==> config.mk <==
export PLATFORM = sky130hd
export DESIGN_NAME = fifo_sync_param_flat
export DESIGN_NICKNAME = d
export VERILOG_FILES = /design/src/rtl/fifo_pkg.sv /design/src/rtl/fifo_sync_param_if.sv /design/src/rtl/fifo_dpram.sv /design/src/rtl/fifo_sync_param.sv /design/src/flat_wrapper.sv
export SDC_FILE = /design/constraint.sdc
export NUM_CORES = 1
export LEC_CHECK = 0
export CELL_PAD_IN_SITES_DETAIL_PLACEMENT = 0
export CELL_PAD_IN_SITES_GLOBAL_PLACEMENT = 2
export CORE_MARGIN = 10
export CORE_UTILIZATION = 48
export CTS_BUF_LIST = sky130_fd_sc_hd__clkbuf_4 sky130_fd_sc_hd__clkbuf_8
export DETAILED_ROUTE_END_ITERATION = 16
export PLACE_DENSITY_LB_ADDON = 0.1
export SYNTH_ARGS = -nofsm -noshare
export SYNTH_HDL_FRONTEND = slang
export SYNTH_SLANG_ARGS = --single-unit
==> constraint.sdc <==
create_clock -name clk -period 3 [get_ports clk]
set_input_delay 0.6 -clock clk [delete_from_list [all_inputs] [get_ports clk]]
set_output_delay 0.6 -clock clk [all_outputs]
set_load 0.005 [all_outputs]
==> src/rtl/fifo_pkg.sv <==
// Shared constants and parameter helpers for the single-clock FIFO family.
package fifo_pkg;

   // Read-mode selectors for the FWFT parameter
   localparam int MODE_REG  = 0;
   localparam int MODE_FWFT = 1;

   // Number of storage entries for a given address width
   function automatic int depth_of(input int asize);
      return int'(32'd1 << asize);
   endfunction

   // Occupancy counter width: one extra bit so DEPTH itself is representable
   function automatic int count_width(input int asize);
      return asize + 32'sd1;
   endfunction

   // Almost-full threshold must lie in 1..DEPTH
   function automatic bit afull_th_ok(input int th, input int asize);
      return (th >= 32'sd1) && (th <= depth_of(asize));
   endfunction

   // Almost-empty threshold must lie in 0..DEPTH-1
   function automatic bit aempty_th_ok(input int th, input int asize);
      return (th >= 32'sd0) && (th <= depth_of(asize) - 32'sd1);
   endfunction

endpackage

==> src/rtl/fifo_sync_param_if.sv <==
// Producer/consumer handshake bundle of the single-clock FIFO.
interface fifo_sync_param_if
   import fifo_pkg::*;
#(
   parameter int DSIZE = 8,
   parameter int ASIZE = 4
);
   logic                          flush;
   logic                          winc;
   logic [DSIZE-1:0]              wdata;
   logic                          rinc;
   logic [DSIZE-1:0]              rdata;
   logic                          wfull;
   logic                          rempty;
   logic                          almost_full;
   logic                          almost_empty;
   logic [count_width(ASIZE)-1:0] count;
   logic                          overflow;
   logic                          underflow;

   // Client side: drives requests, observes data and status
   modport master (
      output flush, winc, wdata, rinc,
      input  rdata, wfull, rempty, almost_full, almost_empty, count, overflow, underflow
   );

   // FIFO side: consumes requests, produces data and status
   modport slave (
      input  flush, winc, wdata, rinc,
      output rdata, wfull, rempty, almost_full, almost_empty, count, overflow, underflow
   );
endinterface

==> src/rtl/fifo_dpram.sv <==
// Storage array: synchronous write port, asynchronous read port. Not reset.
module fifo_dpram
   import fifo_pkg::*;
#(
   parameter int DSIZE = 8,
   parameter int ASIZE = 4
) (
   input  logic             clk,
   input  logic             we,
   input  logic [ASIZE-1:0] waddr,
   input  logic [DSIZE-1:0] wdata,
   input  logic [ASIZE-1:0] raddr,
   output logic [DSIZE-1:0] rdata_comb
);
   localparam int DEPTH = depth_of(ASIZE);

   logic [DSIZE-1:0] mem_r [DEPTH];

   // Write port: store one word per accepted write
   always_ff @(posedge clk) begin
      if (we) begin
         mem_r[waddr] <= wdata;
      end
   end

   assign rdata_comb = mem_r[raddr];
endmodule

==> src/rtl/fifo_sync_param.sv <==
// Single-clock parametrised FIFO: pointers, occupancy counter, registered
// flags, sticky error flags and selectable registered / fall-through read.
module fifo_sync_param
   import fifo_pkg::*;
#(
   parameter int DSIZE     = 8,
   parameter int ASIZE     = 4,
   parameter int AFULL_TH  = depth_of(ASIZE) - 2,
   parameter int AEMPTY_TH = 1,
   parameter int FWFT      = MODE_REG
) (
   input  logic              clk,
   input  logic              rst,
   fifo_sync_param_if.slave  bus
);
   localparam int CW = count_width(ASIZE);
   localparam logic [CW-1:0] DEPTH_C  = CW'(depth_of(ASIZE));
   localparam logic [CW-1:0] AFULL_C  = CW'(AFULL_TH);
   localparam logic [CW-1:0] AEMPTY_C = CW'(AEMPTY_TH);
   localparam logic [CW-1:0] ONE_C    = CW'(1);

   if (!afull_th_ok(AFULL_TH, ASIZE)) begin : g_bad_afull
      $error("fifo_sync_param: AFULL_TH out of range 1..DEPTH");
   end
   if (!aempty_th_ok(AEMPTY_TH, ASIZE)) begin : g_bad_aempty
      $error("fifo_sync_param: AEMPTY_TH out of range 0..DEPTH-1");
   end

   logic [ASIZE-1:0] wptr_r, rptr_r;
   logic [CW-1:0]    count_r, count_nxt_s;
   logic             wfull_r, rempty_r, afull_r, aempty_r;
   logic             overflow_r, underflow_r;
   logic             wr_en_s, rd_en_s;
   logic [DSIZE-1:0] rdata_comb_s;

   assign wr_en_s = bus.winc & ~wfull_r;
   assign rd_en_s = bus.rinc & ~rempty_r;

   // Next occupancy: simultaneous accepted write and read cancel out
   always_comb begin
      count_nxt_s = count_r;
      case ({wr_en_s, rd_en_s})
         2'b10:   count_nxt_s = count_r + ONE_C;
         2'b01:   count_nxt_s = count_r - ONE_C;
         default: count_nxt_s = count_r;
      endcase
   end

   // Pointers, counter and flags; flush wins over any request in the same cycle
   always_ff @(posedge clk or posedge rst) begin
      if (rst) begin
         wptr_r      <= {ASIZE{1'b0}};
         rptr_r      <= {ASIZE{1'b0}};
         count_r     <= {CW{1'b0}};
         wfull_r     <= 1'b0;
         rempty_r    <= 1'b1;
         afull_r     <= 1'b0;
         aempty_r    <= 1'b1;
         overflow_r  <= 1'b0;
         underflow_r <= 1'b0;
      end else if (bus.flush) begin
         wptr_r      <= {ASIZE{1'b0}};
         rptr_r      <= {ASIZE{1'b0}};
         count_r     <= {CW{1'b0}};
         wfull_r     <= 1'b0;
         rempty_r    <= 1'b1;
         afull_r     <= 1'b0;
         aempty_r    <= 1'b1;
         overflow_r  <= 1'b0;
         underflow_r <= 1'b0;
      end else begin
         if (wr_en_s) begin
            wptr_r <= wptr_r + {{(ASIZE-1){1'b0}}, 1'b1};
         end
         if (rd_en_s) begin
            rptr_r <= rptr_r + {{(ASIZE-1){1'b0}}, 1'b1};
         end
         count_r     <= count_nxt_s;
         wfull_r     <= (count_nxt_s == DEPTH_C);
         rempty_r    <= (count_nxt_s == {CW{1'b0}});
         afull_r     <= (count_nxt_s >= AFULL_C);
         aempty_r    <= (count_nxt_s <= AEMPTY_C);
         overflow_r  <= overflow_r  | (bus.winc & wfull_r);
         underflow_r <= underflow_r | (bus.rinc & rempty_r);
      end
   end

   fifo_dpram #(
      .DSIZE (DSIZE),
      .ASIZE (ASIZE)
   ) u_ram (
      .clk        (clk),
      .we         (wr_en_s & ~bus.flush),
      .waddr      (wptr_r),
      .wdata      (bus.wdata),
      .raddr      (rptr_r),
      .rdata_comb (rdata_comb_s)
   );

   if (FWFT == MODE_REG) begin : g_reg_read
      logic [DSIZE-1:0] rdata_r;

      // Registered read: capture the head word only when a read is accepted
      always_ff @(posedge clk or posedge rst) begin
         if (rst) begin
            rdata_r <= {DSIZE{1'b0}};
         end else if (rd_en_s && !bus.flush) begin
            rdata_r <= rdata_comb_s;
         end
      end

      assign bus.rdata = rdata_r;
   end else begin : g_fwft_read
      assign bus.rdata = rdata_comb_s;
   end

   assign bus.count        = count_r;
   assign bus.wfull        = wfull_r;
   assign bus.rempty       = rempty_r;
   assign bus.almost_full  = afull_r;
   assign bus.almost_empty = aempty_r;
   assign bus.overflow     = overflow_r;
   assign bus.underflow    = underflow_r;
endmodule

==> src/flat_wrapper.sv <==
// flat-port wrapper written by rule: the top's interface ports become plain ports
module fifo_sync_param_flat import fifo_pkg::*;
#(
   parameter int DSIZE     = 8,
   parameter int ASIZE     = 4,
   parameter int AFULL_TH  = depth_of(ASIZE) - 2,
   parameter int AEMPTY_TH = 1,
   parameter int FWFT      = MODE_REG
)
  (clk, rst, bus_flush, bus_winc, bus_wdata, bus_rinc, bus_rdata, bus_wfull, bus_rempty, bus_almost_full, bus_almost_empty, bus_count, bus_overflow, bus_underflow);
  fifo_sync_param_if #(.DSIZE(DSIZE), .ASIZE(ASIZE)) bus_i ();
  input  logic clk;
  input  logic rst;
  input wire logic [$bits(bus_i.flush)-1:0] bus_flush;
  input wire logic [$bits(bus_i.winc)-1:0] bus_winc;
  input wire logic [$bits(bus_i.wdata)-1:0] bus_wdata;
  input wire logic [$bits(bus_i.rinc)-1:0] bus_rinc;
  output wire logic [$bits(bus_i.rdata)-1:0] bus_rdata;
  output wire logic [$bits(bus_i.wfull)-1:0] bus_wfull;
  output wire logic [$bits(bus_i.rempty)-1:0] bus_rempty;
  output wire logic [$bits(bus_i.almost_full)-1:0] bus_almost_full;
  output wire logic [$bits(bus_i.almost_empty)-1:0] bus_almost_empty;
  output wire logic [$bits(bus_i.count)-1:0] bus_count;
  output wire logic [$bits(bus_i.overflow)-1:0] bus_overflow;
  output wire logic [$bits(bus_i.underflow)-1:0] bus_underflow;
  assign bus_i.flush = bus_flush;
  assign bus_i.winc = bus_winc;
  assign bus_i.wdata = bus_wdata;
  assign bus_i.rinc = bus_rinc;
  assign bus_rdata = bus_i.rdata;
  assign bus_wfull = bus_i.wfull;
  assign bus_rempty = bus_i.rempty;
  assign bus_almost_full = bus_i.almost_full;
  assign bus_almost_empty = bus_i.almost_empty;
  assign bus_count = bus_i.count;
  assign bus_overflow = bus_i.overflow;
  assign bus_underflow = bus_i.underflow;
  fifo_sync_param #(.DSIZE(DSIZE), .ASIZE(ASIZE), .AFULL_TH(AFULL_TH), .AEMPTY_TH(AEMPTY_TH), .FWFT(FWFT)) u_core (.clk(clk), .rst(rst), .bus(bus_i));
endmodule
* Word-level counts from Yosys, hierarchy flattened
Memory sizes are Yosys's and may differ from the RTL's. A register that Yosys moved wholly into a read port is not among the register bits.
Index checks and enable logic that the tools add are counted.
** Word-level totals
- Memory bits (writable) :: 128
- Input bits :: 13
- Flip-flop bits (word level) :: 19
- Word-level logic and storage cells :: 48
- Memories :: 1
- Output and inout port bits :: 19
** Memories
- u_core.u_ram.mem_r :: words 16, bits a word 8, read ports 1, clocked after Yosys merged registers in 1, write ports 1, line fifo_dpram.sv:17 : logic [DSIZE-1:0] mem_r [DEPTH];
** Operators by class
- Order comparisons :: 2
- Equal/unequal tests :: 3
- Bitwise operators :: 10
- Reductions and logical operators :: 5
- Add/sub/neg operators :: 4
- Multiplexer cells :: 14
** Operator list (number)
- $mux W4 :: 4
- $pmux W5 S2 :: 1
- $add A4 B1 Y4 const B :: 2
- $mux W1 :: 8
- $add A5 B1 Y5 const B :: 1
- $and A1 B1 Y1 :: 5
- $eq A5 B5 Y1 const B :: 1
- $ge A5 B4 Y1 const B :: 1
- $le A5 B1 Y1 const B :: 1
- $logic_not A5 Y1 :: 1
- $mux W5 :: 1
- $sub A5 B1 Y5 const B :: 1
- $reduce_bool A2 Y1 :: 2
- $not A1 Y1 :: 3
- $eq A2 B1 Y1 const B :: 1
- $eq A2 B2 Y1 const B :: 1
- $or A1 B1 Y1 :: 2
- $logic_and A1 B1 Y1 :: 1
- $logic_not A1 Y1 :: 1

* Depth between registers and ports, before layout
Gate-level depths: netlist of the first run.
- Depth after elaboration :: 6
- Gate-level depth with buffers :: 12
- Gate-level depth less buffers :: 11

* Modules after synthesis
Synthesis of the first run repeated with hierarchy kept, for this count alone.
** Second synthesis, totals
- Cell total of the unflattened synthesis :: 341
- Area, all modules :: 6363.6 sq um
** By module, submodules not included
- fifo_dpram :: seq. area each 3843.7 sq um, times used 1, area each 4987.3 sq um, cells each 221
- fifo_sync_param :: seq. area each 678.2 sq um, times used 1, area each 1376.3 sq um, cells each 120

* Worst setup path before layout of the first run
OpenSTA, ideal clock, no wires.
- Kind :: input to register
- Start point :: input port bus_winc
- End point :: register u_core.aempty_r, in the netlist u_core.bus.almost_empty
- Stages on the path :: 12
- Buffers on the path :: 1
- Path slack :: 332 ps
- Setup time :: 89 ps
- Data arrival time :: 2579 ps
- Required time :: 2911 ps
- Path through :: nor2b_1 > buf_4 > clkinv_1 > nand2_1 > xnor2_1 > ha_1 > a21oi_1 > o21ai_0 > a2111oi_0 > mux2_2 > a211oi_2 > a211oi_1
** Between the ends
- Word-level cells in the longest chain between the ends :: 5
- Elaborated cells on any way between the ends :: 6
- Those cells by class :: order compare: 1; eq/ne: 2; mux: 2; bitwise: 1
** RTL lines
- start: declaration :: line flat_wrapper.sv:15 : input wire logic [$bits(bus_i.winc)-1:0] bus_winc;
- $and A1 B1 Y1 * :: line fifo_sync_param.sv:36 : assign wr_en_s = bus.winc & ~wfull_r;
- $eq A2 B1 Y1 / $eq A2 B2 Y1 (equally long branches) :: line fifo_sync_param.sv:42 : case ({wr_en_s, rd_en_s})
- $pmux W5 S2 * :: line fifo_sync_param.sv:42
- $le A5 B1 Y1 * :: line fifo_sync_param.sv:82 : aempty_r <= (count_nxt_s <= AEMPTY_C);
- $mux W1 * :: line fifo_sync_param.sv:61 : end else if (bus.flush) begin
- end signal: assignment :: line fifo_sync_param.sv:82
- end: declaration :: line fifo_sync_param.sv:31 : logic wfull_r, rempty_r, afull_r, aempty_r;
Every way passes the cells marked *; elsewhere a longest branch is shown, timed or not.
A chain may end at the register's enable or synchronous reset.

* Final worst setup path of the first run
Ends and elaborated chain as after synthesis.

==> results.py, run 1 <==
metrics = {
    "floorplanning": {
        "fp-row-count": 42,
        "core_um2": 13240,
        "ios": 32,
        "width_of_the_die_um": 136.1,
        "chipHeight_um": 136.1,
        "total_die_area_um2": 18530,
        "initial_util_pct": 48.87,
    },
    "cts": {
        "cts_tree": "yes",
        "htree_levels": 4,
        "worst_setup_hold_path_clk_slew_ps": 80,
        "cts-root-to-sink-buffers": 2,
        "worstSkewPairLatency_ps": 440,
        "post_cts_resized": 0,
        "clock_sink_total": 155,
        "holdBufCountCts": 0,
        "postCtsSetupRepairBufs": 0,
        "cts-buffers-inserted": 17,
        "clockRootBuffer": "clkbuf_8",
    },
    "worst_setup_path": {
        "timing.setup.critical_path_class": "in2reg",
        "cp_max_fo": 4,
        "timing.critical_path.depth": 11,
        "setup.worst_path.end_class": "flip-flop",
        "worst_ep_arrival_time_ps": 3020,
        "path_delay_family": "compound AO/OA/AOI/OAI gates",
        "timing.critical_path.slowest_stage_cell": "clkdlybuf4s50_1",
        "required_time_reported_for_the_critical_path_endpoint_ps": 3360,
        "critical_path_buf_inv_count": 3,
        "start_kind": "input pin",
        "reg2regPathDepth": 10,
        "path_cells": "clkdlybuf4s50_1 > nor2b_1 > clkinv_1 > buf_4 > ha_1 > a21oi_1 > o21ai_0 > a2111oi_0 > mux2_2 > a211oi_2 > a211oi_1",
        "largest_stage_delay_on_the_critical_path_ps": 470,
    },
    "detailed_routing": {
        "dr.pass1.iters": 4,
        "drt-total-wl_mm": 12.96,
        "detail_route.vias_per_cell": 5.436,
        "drc_violation_count_after_routing": 0,
        "via_count": 3278,
        "detail_route.iter0.violations": 265,
        "ant_nets": 0,
        "route.detailed.wl_per_inst_um": 21.50,
    },
    "sta": {
        "min_tclk_post_route_ps": 2667,
        "tightest_slew_ps": 729.9,
        "report.final.hold_viol_count": 0,
        "final_hold_slack_ps": 504.1,
        "period_share_pct": 88.90,
        "fmaxAchievable_mhz": 375.0,
        "final.setup.tns_ps": 0,
        "rsz0062_at_grt": "no",
        "maxSlewViolCount": 0,
        "setup_viol_count_final": 0,
        "slew_limit_headroom_pct": 51.28,
        "skew_ps": 11.29,
    },
    "global_route": {
        "maximum_number_of_pins_on_one_net_before_global_route_repair": 36,
        "first_pass_grt_wire_length_mm": 20.47,
        "grtUsageMet1_pct": 21.69,
        "antenna_violations_before_repair": 0,
        "gr-usage-met2_pct": 21.87,
        "global_route_layer_with_the_greatest_usage": "met2",
        "via_count_of_the_first_global_routing_pass": 3440,
        "globalRouteTotalUtil_pct": 15.09,
        "grt_use_met3_pct": 3.690,
        "total_overflow_reported_by_the_global_router": 0,
    },
    "place": {
        "hpwl_mm": 8.497,
        "port_buffers": 31,
        "final_weighted_congestion_in_routability_driven_placement": 0.8175,
    },
    "finish": {
        "layout_cells_sized_above_1_pct": 25.06,
        "n_antenna_cell": 0,
        "layout-area-overhead-vs-synth_pct": 15.93,
        "num-nets-final": 434,
        "fillCellCount": 1094,
    },
    "yosys": {
        "post-synth-top-area-fraction_pct": 59.40,
        "synth.yosys.seq_area_share_pct": 69.88,
        "number_of_enable_flip_flop_cells_after_synthesis": 128,
        "synth-seq-cells": 155,
        "avgSynthCellArea_um2": 18.76,
        "synth_top_area_cell": "edfxtp_1",
        "postSynth.asyncResetShare_pct": 17.42,
        "netlist-cell-type-count": 43,
        "synth_top_cells_by_count": "edfxtp_1, nor2_1, dfrtp_1",
        "synthFlopType": "edfxtp_1",
        "postSynthCellCount": 345,
        "ys_warn_count": 0,
        "synth.most_common_cell": "edfxtp_1",
        "netlist_area_pre_place_um2": 6471,
        "number_of_nets_produced_by_synthesis": 365,
        "synth_top_cells_by_area": "edfxtp_1, dfrtp_1, mux4_1, mux4_2, nor2_1",
    },
    "power_and_ir_drop": {
        "irDropWorstVdd_mv": 0.3920,
        "power_density_nw_per_um2": 673.1,
        "p_total_mw": 5.050,
        "power_leakage_nw": 2.576,
    },
    "outcome": {
        "status": "completed",
    },
    "min_path": {
        "hold_path.class": "reg2reg",
        "whs_path_depth": 2,
    },
    "flow_run": {
        "number_of_maximum_capacitance_constraint_violations": 0,
    },
}
## logic make-up (layout without fill, tap and decap cells)
kind of cell / Yosys count / count (layout) / share of synthesized area (%)
flops: 155 / 155 / 69.88
simple gates: 74 / 74 / 5.259
mux: 52 / 52 / 17.07
buf+inv: 27 / 109 / 2.977
compound gates: 19 / 19 / 1.972
xor+xnor: 11 / 11 / 1.489
fa+ha+maj: 7 / 7 / 1.353
## where the power goes
part           internal, mW  switching, mW
clock                 0.683          0.721
combinational         0.616          0.454
sequential             2.46          0.119
total                  3.75           1.30
## worst register-to-register path, stage by stage (launching register included)
cell,delay [ps]
dfstp_2,540
nand2b_1,120
inv_1,90
buf_4,150
ha_1,240
a21oi_1,210
o21ai_0,140
a2111oi_0,400
mux2_2,240
a211oi_2,40
a211oi_1,260
## state kept, by name, summed over array words and instances, names as in the netlist
| signal | cells |
|---|---|
| u_core.bus.almost_empty | 1 |
| u_core.bus.rdata | 8 |
| u_core.bus.wfull | 1 |
| u_core.u_ram.mem_r | 128 |
| u_core.rptr_r | 4 |
| u_core.bus.count | 5 |
| u_core.bus.almost_full | 1 |
| u_core.wptr_r | 4 |
| u_core.bus.overflow | 1 |
| u_core.bus.underflow | 1 |
| u_core.bus.rempty | 1 |
## metrics by stage
stage	util (%)	instance area, µm²	setup WS [ps]	cells
4_1_cts	56.60	7496	313.6	603
3_5_place_dp	53.90	7138	-151.1	571
6_report	56.65	7502	333.1	603
3_3_place_gp	53.90	7138	-63.07	571
5_1_grt	56.65	7502	6.751	603
2_1_floorplan	-	6471	331.6	345
## area by class of cell
| class | count | area (µm²) | area share, % |
|---|---|---|---|
| multi-input combinational | 163 | 1763 | 23.50 |
| sequential | 155 | 4523 | 60.29 |
| tap | 176 | 220.2 | 2.935 |
| timing repair buffer | 69 | 608.1 | 8.105 |
| clock buffer | 25 | 312.8 | 4.169 |
| inverter | 8 | 30.03 | 0.4003 |
| clock inverter | 7 | 45.04 | 0.6004 |
## final timing paths
check | start | end | slack [ps]
min in group asynchronous | rst | u_core.bus.almost_full | 580
max in group asynchronous | rst | u_core.wptr_r[0] | 1830
worst max register to register | u_core.bus.rempty | u_core.bus.almost_empty | 500
worst min-delay path | u_core.bus.overflow | u_core.bus.overflow | 500
worst max-delay path | bus_winc | u_core.bus.almost_empty | 330
worst min register to register | u_core.bus.overflow | u_core.bus.overflow | 500
## placed cells by master (no fill, tap or decap), types with 3 or more instances in the layout
cell type | synthesis | layout
nand2b_1 | 4 | 4
clkinv_2 | 0 | 4
o21ai_0 | 3 | 3
nor2_1 | 32 | 32
mux4_1 | 19 | 19
buf_4 | 4 | 37
inv_1 | 7 | 7
nand2_1 | 12 | 12
nand3_1 | 8 | 8
edfxtp_1 | 128 | 128
dfrtp_1 | 25 | 24
a21oi_1 | 6 | 6
xor2_1 | 5 | 5
clkdlybuf4s50_1 | 0 | 31
mux4_2 | 21 | 21
xnor2_1 | 6 | 6
nand4_1 | 5 | 5
clkbuf_4 | 1 | 5
mux2_2 | 10 | 10
ha_1 | 7 | 7
nor3_1 | 6 | 6
clkbuf_8 | 0 | 20
## layer usage
layer | wire length (µm) | part of all wire [%]
met5 | 0 | 0
met4 | 162 | 1.2
met3 | 563 | 4.3
met2 | 5931 | 46
met1 | 6306 | 49
Power figures use the tool's default switching activity.
==> inputs of run 2 (changes only) <==
--- a/config.mk
+++ b/config.mk
@@ -8,9 +8,9 @@
 export CELL_PAD_IN_SITES_DETAIL_PLACEMENT = 0
 export CELL_PAD_IN_SITES_GLOBAL_PLACEMENT = 2
 export CORE_MARGIN = 10
-export CORE_UTILIZATION = 48
-export CTS_BUF_LIST = sky130_fd_sc_hd__clkbuf_4 sky130_fd_sc_hd__clkbuf_8
+export CORE_UTILIZATION = 46
 export DETAILED_ROUTE_END_ITERATION = 16
+export GPL_TIMING_DRIVEN = 0
 export PLACE_DENSITY_LB_ADDON = 0.1
 export SYNTH_ARGS = -nofsm -noshare
 export SYNTH_HDL_FRONTEND = slang
==> run 2 against run 1 <==
  * Combinational power is 5% higher
  * Sequential power is 2% lower
  * Register-to-register slack worse by 190 ps
  * First-iteration DRC count is 11% higher
  * Largest power group unchanged
  * Highest routed layer unchanged
==> results.py, run 2 (same netlist as run 1, synthesis figures left out) <==
metrics = {
    "finish": {
        "layout_cells_sized_above_1_pct": 21.71,
        "max_flop_register": "u_core.u_ram.mem_r",
        "largest_reg_flops": 128,
        "num-nets-final": 417,
        "most-common-layout-cells": "edfxtp_1, nor2_1, clkdlybuf4s50_1, dfrtp_1, mux4_2",
        "layout-area-overhead-vs-synth_pct": 18.10,
        "fillCellCount": 1048,
        "final_cell_area_um2": 7642,
        "layoutNonFillerInstCount": 590,
        "layout.cells.most_common": "edfxtp_1",
        "n_antenna_cell": 0,
    },
    "detailed_routing": {
        "ant_nets": 0,
        "route.detailed.wl_per_inst_um": 22.58,
        "via_count": 3280,
        "detail_route.vias_per_cell": 5.559,
        "drc_violation_count_after_routing": 0,
        "drt-total-wl_mm": 13.33,
        "detail_route.iter0.violations": 293,
        "dr.pass1.iters": 4,
    },
    "sta": {
        "maxSlewViolCount": 0,
        "min_tclk_post_route_ps": 2830,
        "final.setup.tns_ps": 0,
        "final.setup.worst_slack_ps": 170.1,
        "report.final.hold_viol_count": 0,
        "slew_limit_headroom_pct": 29.35,
        "tightest_slew_ps": 1059,
        "period_share_pct": 94.33,
        "skew_ps": 10.95,
        "setup_viol_count_final": 0,
        "fmaxAchievable_mhz": 353.4,
    },
    "place": {
        "dp_cells": 558,
        "postPlaceCellArea_um2": 7012,
        "preCtsSetupSlack_ps": -625.2,
        "port_buffers": 30,
        "final_weighted_congestion_in_routability_driven_placement": 0.7536,
        "hpwl_mm": 8.914,
    },
    "worst_setup_path": {
        "required_time_reported_for_the_critical_path_endpoint_ps": 3330,
        "timing.setup.critical_path_class": "in2reg",
        "setup.worst_path.end_class": "flip-flop",
        "cp_max_fo": 10,
        "largest_stage_delay_on_the_critical_path_ps": 500,
        "start_kind": "input pin",
        "most_used_cell_along_the_critical_path": "a211oi_2",
        "worst_ep_arrival_time_ps": 3160,
        "path_cells": "clkdlybuf4s50_1 > nand2b_2 > inv_1 > buf_4 > nand2_1 > xnor2_1 > ha_1 > a21o_1 > nand3_1 > a2111oi_2 > mux2_2 > a211oi_2 > a211oi_2",
        "timing.critical_path.slowest_stage_cell": "clkdlybuf4s50_1",
        "critical_path_buf_inv_count": 3,
        "path_delay_family": "compound AO/OA/AOI/OAI gates",
    },
    "power_and_ir_drop": {
        "irDropWorstVdd_mv": 0.3978,
        "power_leakage_nw": 2.595,
        "power_density_nw_per_um2": 756.5,
    },
    "floorplanning": {
        "width_of_the_die_um": 138.6,
        "ios": 32,
        "initial_util_pct": 46.80,
        "chipHeight_um": 138.6,
        "fp-row-count": 43,
        "total_die_area_um2": 19210,
        "core_um2": 13830,
    },
    "global_route": {
        "via_count_of_the_first_global_routing_pass": 3327,
        "first_pass_grt_wire_length_mm": 20.42,
        "antenna_violations_before_repair": 0,
        "maximum_number_of_pins_on_one_net_before_global_route_repair": 28,
        "total_overflow_reported_by_the_global_router": 0,
        "globalRouteTotalUtil_pct": 14.24,
    },
    "outcome": {
        "status": "completed",
    },
    "cts": {
        "cts-root-to-sink-buffers": 2,
        "clockRootBuffer": "clkbuf_16",
        "cts-buffers-inserted": 17,
        "postCtsSetupRepairBufs": 0,
        "worstSkewPairLatency_ps": 430,
        "cts_tree": "yes",
        "htree_levels": 4,
        "holdBufCountCts": 0,
        "worst_setup_hold_path_clk_slew_ps": 60,
        "clock_sink_total": 155,
    },
    "flow_run": {
        "number_of_maximum_capacitance_constraint_violations": 0,
    },
    "min_path": {
        "hold_path.class": "in2reg",
    },
}
==> run 2: area by class of cell <==
class | instances | area (µm²) | share of cell area [%]
Tap cell | 180 | 225.2 | 2.947
Buffer | 19 | 162.7 | 2.128
Clock buffer | 23 | 488.0 | 6.385
Timing Repair Buffer | 33 | 315.3 | 4.126
Sequential cell | 155 | 4522 | 59.17
Inverter | 8 | 32.53 | 0.4257
Multi-Input combinational cell | 163 | 1785 | 23.36
Clock inverter | 9 | 111.4 | 1.457
==> run 2: metal layers <==
metal  GRT usage, %  vias to the layer above  part of all wire (%)
li1               -                     1483                     -
met1          18.39                     1698                    43
met2          22.16                       88                    49
met5              0                        -                     0
met4          4.994                        0                   1.2
met3          4.555                       11                   6.5
==> run 2: repair_timing <==
| item | 4_1_cts | 5_1_grt |
|---|---|---|
| gates resized for setup | 3 | 7 |
| pin swaps | 1 | 0 |
| endpoints found under the hold margin | 0 | 0 |
| setup endpoints to repair | 12 | 4 |
| gates cloned | 0 | 0 |
==> run 2: power by group <==
| group | internal, mW | switching, mW |
|---|---|---|
| sequential | 2.46 | 0.0756 |
| combinational | 0.608 | 0.509 |
| clock | 1.32 | 0.814 |
==> run 2: worst paths after layout <==
kind	from	endpoint	slack [ps]	depth (start not counted)
min	bus_flush	u_core.rptr_r[0]	400	2
max reg2reg	u_core.bus.rempty	u_core.bus.almost_empty	310	12
min in group asynchronous	rst	u_core.bus.rdata[1]	740	2
min reg2reg	u_core.bus.overflow	u_core.bus.overflow	490	2
max	bus_rinc	u_core.bus.almost_empty	170	13
max in group asynchronous	rst	u_core.bus.count[2]	1610	2
==> run 2: stage by stage <==
step / utilization [%] / hold WS, ps / total power, mW
finish: 55.27 / 396.9 / 5.782
global route: 55.27 / 392.6 / 6.021
CTS: 55.09 / 388.4 / 5.821
detailed placement: 50.71 / 481.2 / 3.694
global placement: 50.60 / 478.3 / 3.680
floorplan: - / 485.9 / 3.250
==> run 2: worst reg2reg max path, delay by kind of cell (launching register included) <==
kind,cells,cell delay [ps]
compound gates,4,830
xor+xnor,1,120
fa+ha+maj,1,190
buf+inv,2,240
flops,1,530
mux,1,220
simple gates,3,460
==> inputs of run 3 (changes only) <==
--- a/config.mk
+++ b/config.mk
@@ -12,6 +12,7 @@
 export DETAILED_ROUTE_END_ITERATION = 16
 export GPL_TIMING_DRIVEN = 0
 export PLACE_DENSITY_LB_ADDON = 0.1
+export SKIP_CTS_REPAIR_TIMING = 1
 export SYNTH_ARGS = -nofsm -noshare
 export SYNTH_HDL_FRONTEND = slang
 export SYNTH_SLANG_ARGS = --single-unit
==> run 3 against run 2 <==
  * Sequential power barely moved
  * Global-route usage is the same
  * Worst setup slack worse by 4.5 ps
  * Clock skew is 2.6 ps lower
  * Utilization grew 0.42 points
  * Largest cell class unchanged
==> results.py, run 3 (same netlist as run 1, synthesis figures left out) <==
metrics = {
    "outcome": {
        "status": "completed",
    },
    "global_route": {
        "via_count_of_the_first_global_routing_pass": 3325,
        "first_pass_grt_wire_length_mm": 20.42,
        "globalRouteTotalUtil_pct": 14.24,
        "antenna_violations_before_repair": 0,
        "total_overflow_reported_by_the_global_router": 0,
        "maximum_number_of_pins_on_one_net_before_global_route_repair": 28,
    },
    "worst_setup_path": {
        "timing.setup.critical_path_class": "in2reg",
        "reg2regPathDepth": 12,
        "setup.worst_path.end_class": "flip-flop",
        "largest_stage_delay_on_the_critical_path_ps": 530,
        "rrSetupSlack_ps": 330,
        "required_time_reported_for_the_critical_path_endpoint_ps": 3330,
        "reg2reg_to": "u_core.bus.almost_empty",
        "crit-reg2reg-launch": "u_core.bus.rempty",
        "path_cells": "clkdlybuf4s50_1 > nand2b_4 > inv_1 > buf_4 > nand2_1 > xnor2_1 > ha_2 > a21o_1 > nand3_1 > a2111oi_1 > mux2_2 > a211oi_2 > a211oi_2",
        "timing.critical_path.slowest_stage_cell": "clkdlybuf4s50_1",
        "most_used_cell_along_the_critical_path": "a211oi_2",
        "start_kind": "input pin",
        "worst_ep_arrival_time_ps": 3170,
        "cp_max_fo": 10,
    },
    "sta": {
        "report.final.hold_viol_count": 0,
        "skew_ps": 8.306,
        "period_share_pct": 94.48,
        "tightest_slew_ps": 1058,
        "min_tclk_post_route_ps": 2834,
        "setup_viol_count_final": 0,
        "slew_limit_headroom_pct": 29.38,
        "maxSlewViolCount": 0,
        "fmaxAchievable_mhz": 352.8,
    },
    "flow_run": {
        "number_of_maximum_capacitance_constraint_violations": 0,
    },
    "detailed_routing": {
        "routed-wl-met3_um": 782,
        "dr.pass1.iters": 7,
        "route.detailed.wl_per_inst_um": 22.55,
        "drt-total-wl_mm": 13.42,
        "highest_layer": "met4",
        "met2RoutedLength_mm": 6.565,
        "detail_route.iter0.violations": 263,
        "detail_route.vias_per_cell": 5.575,
        "drc_violation_count_after_routing": 0,
        "wl_met1_mm": 5.895,
        "via_count": 3317,
        "ant_nets": 0,
    },
    "cts": {
        "cts-buffers-inserted": 17,
        "clock_sink_total": 155,
        "worst_setup_hold_path_clk_slew_ps": 60,
        "clockRootBuffer": "clkbuf_16",
        "cts-root-to-sink-buffers": 2,
        "cts_tree": "yes",
        "worstSkewPairLatency_ps": 420,
        "htree_levels": 4,
    },
    "finish": {
        "num-nets-final": 422,
        "most-common-layout-cells": "edfxtp_1, nor2_1, clkdlybuf4s50_1, dfrtp_1, mux4_2",
        "layout.cells.most_common": "edfxtp_1",
        "layout_cells_sized_above_1_pct": 23.61,
        "layoutNonFillerInstCount": 595,
        "layout-area-overhead-vs-synth_pct": 18.99,
        "largest_reg_flops": 128,
        "max_flop_register": "u_core.u_ram.mem_r",
        "final_cell_area_um2": 7700,
        "n_antenna_cell": 0,
    },
    "floorplanning": {
        "total_die_area_um2": 19210,
        "chipHeight_um": 138.6,
        "fp-row-count": 43,
        "core_um2": 13830,
        "width_of_the_die_um": 138.6,
        "initial_util_pct": 46.80,
        "ios": 32,
    },
    "place": {
        "postPlaceCellArea_um2": 7012,
        "dp_cells": 558,
        "port_buffers": 30,
        "final_weighted_congestion_in_routability_driven_placement": 0.7536,
        "hpwl_mm": 8.914,
    },
    "min_path": {
        "whs_path_depth": 2,
        "hold_path.class": "in2reg",
        "timing.hold.worst_endpoint": "u_core.rptr_r[0]",
        "worstHoldStart": "bus_flush",
    },
    "power_and_ir_drop": {
        "irDropWorstVdd_mv": 0.3979,
        "power_density_nw_per_um2": 753.5,
        "power_leakage_nw": 2.623,
    },
}
## run 3: how the worst max path moves through the flow
stage	depth (start not counted)	end	slack, ps	start
6_report	13	u_core.bus.almost_empty	170	bus_rinc
5_1_grt	13	u_core.bus.almost_empty	-5	bus_winc
4_1_cts	13	u_core.bus.almost_empty	-200	bus_winc
3_5_place_dp	13	u_core.bus.almost_empty	-630	bus_winc
3_3_place_gp	7	u_core.u_ram.mem_r[0][5]	-670	bus_winc
2_1_floorplan	12	u_core.bus.almost_empty	330	bus_winc
## run 3: cell type report
class,instances,area [µm²]
fillers,1040,6127
flip-flops and latches,155,4522
multi-input cells,163,1807
clock buffers,23,488.0
repair buffers,38,350.3
well taps,180,225.2
plain buffers,19,162.7
clock inverters,9,111.4
inverters,8,33.78
## run 3: routing by layer
| metal | global-route usage [%] | up-vias |
|---|---|---|
| met2 | 22.16 | 84 |
| met3 | 4.555 | 13 |
| li1 | - | 1487 |
| met4 | 4.994 | 0 |
| met5 | 0 | - |
| met1 | 18.39 | 1733 |
## run 3: critical path, delay by kind of cell
family / cells / cell delay [ps]
xor gates and xnor gates: 1 / 150
adders and majority gates: 1 / 210
muxes: 1 / 230
and+or+nand+nor: 3 / 370
AOI/OAI and AO/OA: 4 / 810
buffers and inverters: 3 / 780
## run 3: power breakdown
group	total [mW]	switching [mW]	leakage (nW)	internal, mW
sequential	2.54	0.0760	1.50	2.46
clock	2.13	0.813	0.290	1.32
combinational	1.14	0.514	0.832	0.623
total	5.80	1.40	2.62	4.40
## run 3: per-stage QoR
stage	worst slack (ps)	setup TNS [ps]	power [mW]	hold WS, ps	util, %
after floorplan	331.6	0	3.250	485.9	-
after global placement	-667.0	-37700	3.680	478.3	50.60
after detailed placement	-625.2	-31010	3.694	481.2	50.71
after CTS	-199.1	-1917	5.820	388.4	55.04
after global routing	-4.689	-4.689	6.045	392.6	55.69
final	165.6	0	5.802	397.4	55.69
